`src/rtl/screen_draw_ctrl.sv`:
```
// Drawing controller for a single VGA adapter write port: full-screen image fills
// streamed from a synchronous image ROM, and 4x4 game-cell paints.
module screen_draw_ctrl (
    input  logic        clk,
    input  logic        rst,
    input  logic        fill_req,
    input  logic [1:0]  fill_sel,
    input  logic        blk_req,
    input  logic [5:0]  blk_x,
    input  logic [4:0]  blk_y,
    input  logic [2:0]  blk_colour,
    output logic [1:0]  rom_sel,
    output logic [14:0] rom_addr,
    input  logic [2:0]  rom_q,
    output logic [7:0]  x,
    output logic [6:0]  y,
    output logic [2:0]  colour,
    output logic        plot,
    output logic        busy,
    output logic        fill_done,
    output logic        blk_done
);

    typedef enum logic [1:0] {StIdle, StFill, StFillDrain, StBlock} state_e;

    localparam logic [7:0] XLast = 8'd159;
    localparam logic [6:0] YLast = 7'd119;
    localparam logic [5:0] BlkXMax = 6'd39;
    localparam logic [4:0] BlkYMax = 5'd29;

    state_e      state_q, state_d;
    logic [1:0]  sel_q, sel_d;
    logic [14:0] addr_q, addr_d;
    logic [7:0]  fx_q, fx_d;
    logic [6:0]  fy_q, fy_d;
    logic [7:0]  px_q, px_d;
    logic [6:0]  py_q, py_d;
    logic        fplot_q, fplot_d;
    logic [5:0]  bx_q, bx_d;
    logic [4:0]  by_q, by_d;
    logic [2:0]  bc_q, bc_d;
    logic        bad_q, bad_d;
    logic [3:0]  i_q, i_d;
    logic [7:0]  hx_q, hx_d;
    logic [6:0]  hy_q, hy_d;
    logic [2:0]  hc_q, hc_d;

    always_comb begin
        state_d = state_q;
        sel_d   = sel_q;
        addr_d  = addr_q;
        fx_d    = fx_q;
        fy_d    = fy_q;
        bx_d    = bx_q;
        by_d    = by_q;
        bc_d    = bc_q;
        bad_d   = bad_q;
        i_d     = i_q;
        // ROM data lags the address by one cycle, so the plotted pixel is last cycle's address
        fplot_d = (state_q == StFill);
        px_d    = fx_q;
        py_d    = fy_q;
        unique case (state_q)
            StIdle: begin
                if (fill_req) begin
                    state_d = StFill;
                    sel_d   = fill_sel;
                    addr_d  = '0;
                    fx_d    = '0;
                    fy_d    = '0;
                end else if (blk_req) begin
                    state_d = StBlock;
                    bx_d    = blk_x;
                    by_d    = blk_y;
                    bc_d    = blk_colour;
                    i_d     = '0;
                    bad_d   = (blk_x > BlkXMax) || (blk_y > BlkYMax);
                end
            end
            StFill: begin
                if (fx_q == XLast && fy_q == YLast) begin
                    state_d = StFillDrain;
                end else begin
                    addr_d = addr_q + 15'd1;
                    if (fx_q == XLast) begin
                        fx_d = '0;
                        fy_d = fy_q + 7'd1;
                    end else begin
                        fx_d = fx_q + 8'd1;
                    end
                end
            end
            StFillDrain: state_d = StIdle;
            StBlock: begin
                i_d = i_q + 4'd1;
                if (bad_q || i_q == 4'hF) begin
                    state_d = StIdle;
                end
            end
            default: state_d = StIdle;
        endcase
    end

    // Write-port mux; the held copy keeps x/y/colour stable whenever nothing is plotted
    always_comb begin
        x      = hx_q;
        y      = hy_q;
        colour = hc_q;
        plot   = 1'b0;
        if (state_q == StBlock && !bad_q) begin
            x      = {bx_q, i_q[1:0]};
            y      = {by_q, i_q[3:2]};
            colour = bc_q;
            plot   = 1'b1;
        end else if (fplot_q) begin
            x      = px_q;
            y      = py_q;
            colour = rom_q;
            plot   = 1'b1;
        end
        hx_d = plot ? x : hx_q;
        hy_d = plot ? y : hy_q;
        hc_d = plot ? colour : hc_q;
    end

    always_ff @(posedge clk or negedge rst) begin
        if (!rst) begin
            state_q <= StIdle;
            sel_q   <= '0;
            addr_q  <= '0;
            fx_q    <= '0;
            fy_q    <= '0;
            px_q    <= '0;
            py_q    <= '0;
            fplot_q <= 1'b0;
            bx_q    <= '0;
            by_q    <= '0;
            bc_q    <= '0;
            bad_q   <= 1'b0;
            i_q     <= '0;
            hx_q    <= '0;
            hy_q    <= '0;
            hc_q    <= '0;
        end else begin
            state_q <= state_d;
            sel_q   <= sel_d;
            addr_q  <= addr_d;
            fx_q    <= fx_d;
            fy_q    <= fy_d;
            px_q    <= px_d;
            py_q    <= py_d;
            fplot_q <= fplot_d;
            bx_q    <= bx_d;
            by_q    <= by_d;
            bc_q    <= bc_d;
            bad_q   <= bad_d;
            i_q     <= i_d;
            hx_q    <= hx_d;
            hy_q    <= hy_d;
            hc_q    <= hc_d;
        end
    end

    assign rom_sel   = sel_q;
    assign rom_addr  = addr_q;
    assign busy      = (state_q != StIdle);
    assign fill_done = (state_q == StFillDrain);
    assign blk_done  = (state_q == StBlock) && (bad_q || i_q == 4'hF);

endmodule

```
`config.mk`:
```
export PLATFORM = sky130hd
export DESIGN_NAME = screen_draw_ctrl
export DESIGN_NICKNAME = d
export VERILOG_FILES = /design/src/rtl/screen_draw_ctrl.sv
export SDC_FILE = /design/constraint.sdc
export NUM_CORES = 1
export LEC_CHECK = 0
export CORE_MARGIN = 10
export CORE_UTILIZATION = 40
export CTS_CLUSTER_SIZE = 14
export DETAILED_ROUTE_END_ITERATION = 8
export GPL_ROUTABILITY_DRIVEN = 0
export MAX_ROUTING_LAYER = met4
export PLACE_DENSITY_LB_ADDON = 0.3
export RECOVER_POWER = 100
export SLEW_MARGIN = 15
export SYNTH_ARGS = -nofsm -noshare
export SYNTH_HDL_FRONTEND = slang
export SYNTH_SLANG_ARGS = --single-unit
```
`constraint.sdc`:
```
create_clock -name clk -period 2.55 [get_ports clk]
set_input_delay 0.51 -clock clk [delete_from_list [all_inputs] [get_ports clk]]
set_output_delay 0.51 -clock clk [all_outputs]
set_load 0.02 [all_outputs]
```
Word-level counts from Yosys, hierarchy flattened

Index checks and enable logic that the tools add are counted.

Register bits after elaboration: 87
Memory bits (read-only): 0
Bits in writable memories: 0
Memories: 0
Latch bits: 0
Output and inout port bits: 39

Shifts and indexed selects: 0
Multiply operators: 0
Equal/unequal tests: 14
$add $sub $neg: 4
Reductions and logical operators: 16
Order comparisons: 2
Bitwise operators: 1
Divide/modulo/power cells: 0
Muxes and demuxes: 27

Operators by type and width:

| cell                                                  | number |
|---|---|
| 2-to-1 mux 8 bit                                      | 5 |
| 2-to-1 mux 7 bit                                      | 5 |
| 2-to-1 mux 15 bit                                     | 2 |
| one-hot mux 15 bit (2 select lines)                   | 1 |
| one-hot mux 8 bit (2 select lines)                    | 1 |
| adder 15 x 1 -> 15 bit (second input constant)        | 1 |
| one-hot mux 7 bit (2 select lines)                    | 1 |
| AND reduction 3 bit                                   | 4 |
| != test 2 bit (second input constant)                 | 5 |
| adder 8 x 1 -> 8 bit (second input constant)          | 1 |
| equality test 8 bit (second input constant)           | 1 |
| 2-to-1 mux 2 bit                                      | 4 |
| 2-to-1 mux 4 bit                                      | 2 |
| one-hot mux 2 bit (4 select lines)                    | 1 |
| one-hot mux 4 bit (2 select lines)                    | 1 |
| adder 7 x 1 -> 7 bit (second input constant)          | 1 |
| equality test 7 bit (second input constant)           | 1 |
| greater-than comparator 6 bit (second input constant) | 1 |
| 2-to-1 mux 3 bit                                      | 2 |
| nonzero test 2 bit                                    | 3 |
| greater-than comparator 5 bit (second input constant) | 1 |
| adder 4 x 1 -> 4 bit (second input constant)          | 1 |
| equality test 2 bit (second input constant)           | 2 |
| equality test 4 bit (second input constant)           | 1 |
| 11 further kinds                                      | 16 |

Logic depth before layout (Yosys ltp)

Depth in word-level cells: 4
Gate-level depth with buffers: 7
Mapped depth without buffers: 5

Least setup slack after synthesis

No wires, ideal clock.

Path type: flip-flop to output port
Start: reg state_q[0]
End: out x[3]
Buffers on the path: 3
Data required time: 2.040 ns
Stages on the path, launching flop included: 8
Arrival: 1.735 ns
Path slack: 0.305 ns
Path through: dfrtp_1 > buf_2 > nand2_1 > or2_2 > clkbuf_1 > buf_1 > nor2_1 > a21oi_1

Longest elaborated chain between the ends: 3

Ends and longest elaborated chain:

| what                   | line | source |
|---|---|---|
| from (decl)            | 31   | `state_e state_q, state_d;` |
| from (signal assigned) | 128  | `state_q <= StIdle;` |
| from (signal assigned) | 145  | `state_q <= state_d;` |
| equality test 2 bit    | 110  | `if (state_q == StBlock && !bad_q) begin` |
| logical AND 1 bit      | 110  |  |
| 2-to-1 mux 8 bit       | 110  |  |
| to (decl)              | 15   | `output logic [7:0] x,` |

Every way passes these cells.

Worst setup path in the final report

Start: reg i_q[0]
End: out blk_done

Longest elaborated chain between the ends: 3

Ends and longest elaborated chain:

| what                   | line | source |
|---|---|---|
| from (decl)            | 43   | `logic [3:0] i_q, i_d;` |
| from (signal assigned) | 157  | `i_q <= i_d;` |
| equality test 4 bit    | 168  | `assign blk_done = (state_q == StBlock) && (bad_q \|\| i_q == 4'hF);` |
| logical OR 1 bit       | 168  |  |
| logical AND 1 bit      | 168  |  |
| to (decl)              | 21   | `output logic blk_done` |

Every way passes these cells.

==> metrics.cfg <==
[cts]
cts_buffers = 9
htreeDepth = 3
cts.reportedPaths.clkPinSlew_ns = 0.09
cts_tree = built
clkSinkCount = 87
ctsLongestPathBuffers = 2
root_buffer = clkbuf_8
clock_latency_ns = 0.36

[grt]
antenna_found_initial = 0
grt_pass1_wl_um = 16400
grt_use_met2 = 0.200
grt_pass1_vias = 3275
top_usage_layer = met2
grt_overflow = 0
gr-usage-met1 = 0.192
grt_start_max_net_pins = 41
met3_usage = 0.0307
track_usage = 0.140

[setup_path]
r2r_cells = 5
worstPathMaxFanout = 5
end_kind = primary output
cp-start-kind = flop
path_class = flop to primary output
reg2reg_setup_slack_ns = 0.19
required_ns = 2.04
crit_arrival_ns = 1.89

[cells_and_area]
diodes = 0
syn_to_final_growth_pct = 23.9
most-common-layout-cells = 87 x dfrtp_1, 42 x a21oi_1, 30 x nor2_1
post-route-cell-area_mm2 = 0.00503
layout.nets = 475
stdcell_count = 586
layout-drive-gt1-share = 0.119
fin_util = 0.512
mostFrequentLayoutCell = dfrtp_1

[power]
switching_share = 0.402
power_frac_clock = 0.184
pwr-share-comb = 0.435
seqPwrFrac = 0.381
p_int_mw = 3.35
p_per_area_mw_per_mm2 = 1110
switchingPower_mw = 2.25
total_leakage_power_nw = 2.28
ir_worst_vdd_mv = 0.435

[floorplan]
dieHeight_um = 121
die_area_mm2 = 0.0146
start_util = 0.413
row_count = 36
die_x_um = 121
pin_count = 62
core_mm2 = 0.00982

[hold_path]
hp-class = flop to flop
worstHoldPathCells = 0

[sta]
holdWs_ns = 0.416
fmax_mhz = 417
finalMaxSlewViolations = 38
clock_skew_ns = 0.0139
finalCriticalPeriod_ns = 2.40
slew_headroom = -0.425
grt_setup_unrepaired = no
worst_slew_pin_slew_ns = 2.14
setup_viol = 0
tns_ns = 0
period_share = 0.940
hold_violations = 0

[run_status]
violations = capacitance limit, slew limit
status = complete, but fails checks

[logic_synthesis]
synthAdderAreaFrac = 0.0123
synth_seq_cells = 87
synthArstFlopShare = 1.00
ys_seq_area_frac = 0.537
syn_nets = 405
synth_compound_area_frac = 0.165
yosys.area_share.simple = 0.151
synthMuxAreaShare = 0.101
synth_edf_count = 0
syn_area_per_cell_um2 = 10.7
postSynthCellCount = 378
ys.flop_type = dfrtp_1
synth_cell_types = 46
yosys_warnings = 0
synth-xor-area-share = 0.00216
synth.cell_area_mm2 = 0.00406
synth_top_family_by_area = compound AO/OA/AOI/OAI gates

[routing]
firstDrtPassIters = 4
via_per_inst = 5.43
wirelength_um = 9390
drtIter0Drc = 200
vias = 3184
postRouteAntennaNets = 0
drcViolationCount = 0
routedWlPerCell_um = 16.0

[flow_run]
max_cap_violations = 1

[placement]
placed_cells = 570
placed_area_mm2 = 0.00490
dp_hpwl_um = 6660
io_buffers = 61

-- Yosys cell counts (all sizes together), types with 5 or more instances --
cell | instances | share of area
nand4 | 6 | 0.0093
a21oi | 42 | 0.052
clkbuf | 9 | 0.0086
o31ai | 18 | 0.033
nor4 | 5 | 0.015
nand2 | 23 | 0.025
a31oi | 9 | 0.018
inv | 9 | 0.0083
mux2i | 23 | 0.057
nand3 | 18 | 0.022
and3 | 8 | 0.012
a41oi | 6 | 0.013
nor2 | 30 | 0.028
o21ai | 17 | 0.021
buf | 11 | 0.015
and2 | 5 | 0.0080
mux2 | 16 | 0.044
dfrtp | 87 | 0.54
-- logic make-up after synthesis --
family / Yosys count
buffers and inverters: 29
flip-flops: 87
XOR/XNOR: 1
AND/OR/NAND/NOR: 112
adder cells (fa/ha/maj): 4
AO/OA/AOI/OAI: 106
multiplexers: 39
-- worst paths after layout --
check / start / endpoint
worst max-delay path: i_q[0] / blk_done
worst min-delay path: fx_q[7] / px_q[7]
worst max register to register: fx_q[1] / state_q[1]
worst min register to register: fx_q[7] / px_q[7]
max in group asynchronous: rst / hy_q[6]
min in group asynchronous: rst / bx_q[5]
-- through the flow --
| stage | total power, mW | setup slack (ns) |
|---|---|---|
| final | 5.60 | 0.153 |
| after global routing | 6.05 | 0.0613 |
| after CTS | 5.73 | 0.0534 |
| after detailed placement | 4.83 | 0.209 |
| after global placement | 4.77 | 0.229 |
| after floorplan | 3.71 | 0.305 |
-- state kept, by name (all words and copies together), names as in the netlist, 4 cells and up --
name      cells
py_q          7
i_q           4
fy_q          7
hx_q          8
by_q          5
bx_q          6
fx_q          8
hy_q          7
px_q          8
rom_addr     15
-- layout make-up --
cell class                 instances  area, µm²
fill                             937       4790
sequential                        87       2180
multi-input combinational        262       1720
timing repair buffer              79        719
tap                              133        166
clock buffer                      10        138
clock inverter                     6       76.3
inverter                           9       33.8
-- worst max-delay path: stages (launching register included) --
cell and delay (ns):
dfrtp_1 0.43, ha_1 0.25, a31oi_1 0.14, nor2_1 0.05
dlygate4sd3_1 0.66
-- timing repair --
action | 4_1_cts | 5_1_grt
endpoints found under the setup margin | 18 | 1
gates resized for setup | 18 | 1
setup buffers | 0 | 0
hold buffers | 0 | 0
-- routing by layer --
layer  vias up  wire length, µm
li1       1545                -
met1      1535             4770
met2        92             4110
met3        12              400
met4         0              120
met5         -                0
-- power by group through the flow --
stage	Clock [mW]	Combinational, mW	Sequential, mW
3_3_place_gp	0	2.63	2.14
3_5_place_dp	0	2.67	2.16
2_1_floorplan	0	1.57	2.14
4_1_cts	1.06	2.53	2.14
5_1_grt	1.13	2.72	2.20
6_report	1.03	2.44	2.13
(Power assumes the default switching activity.)
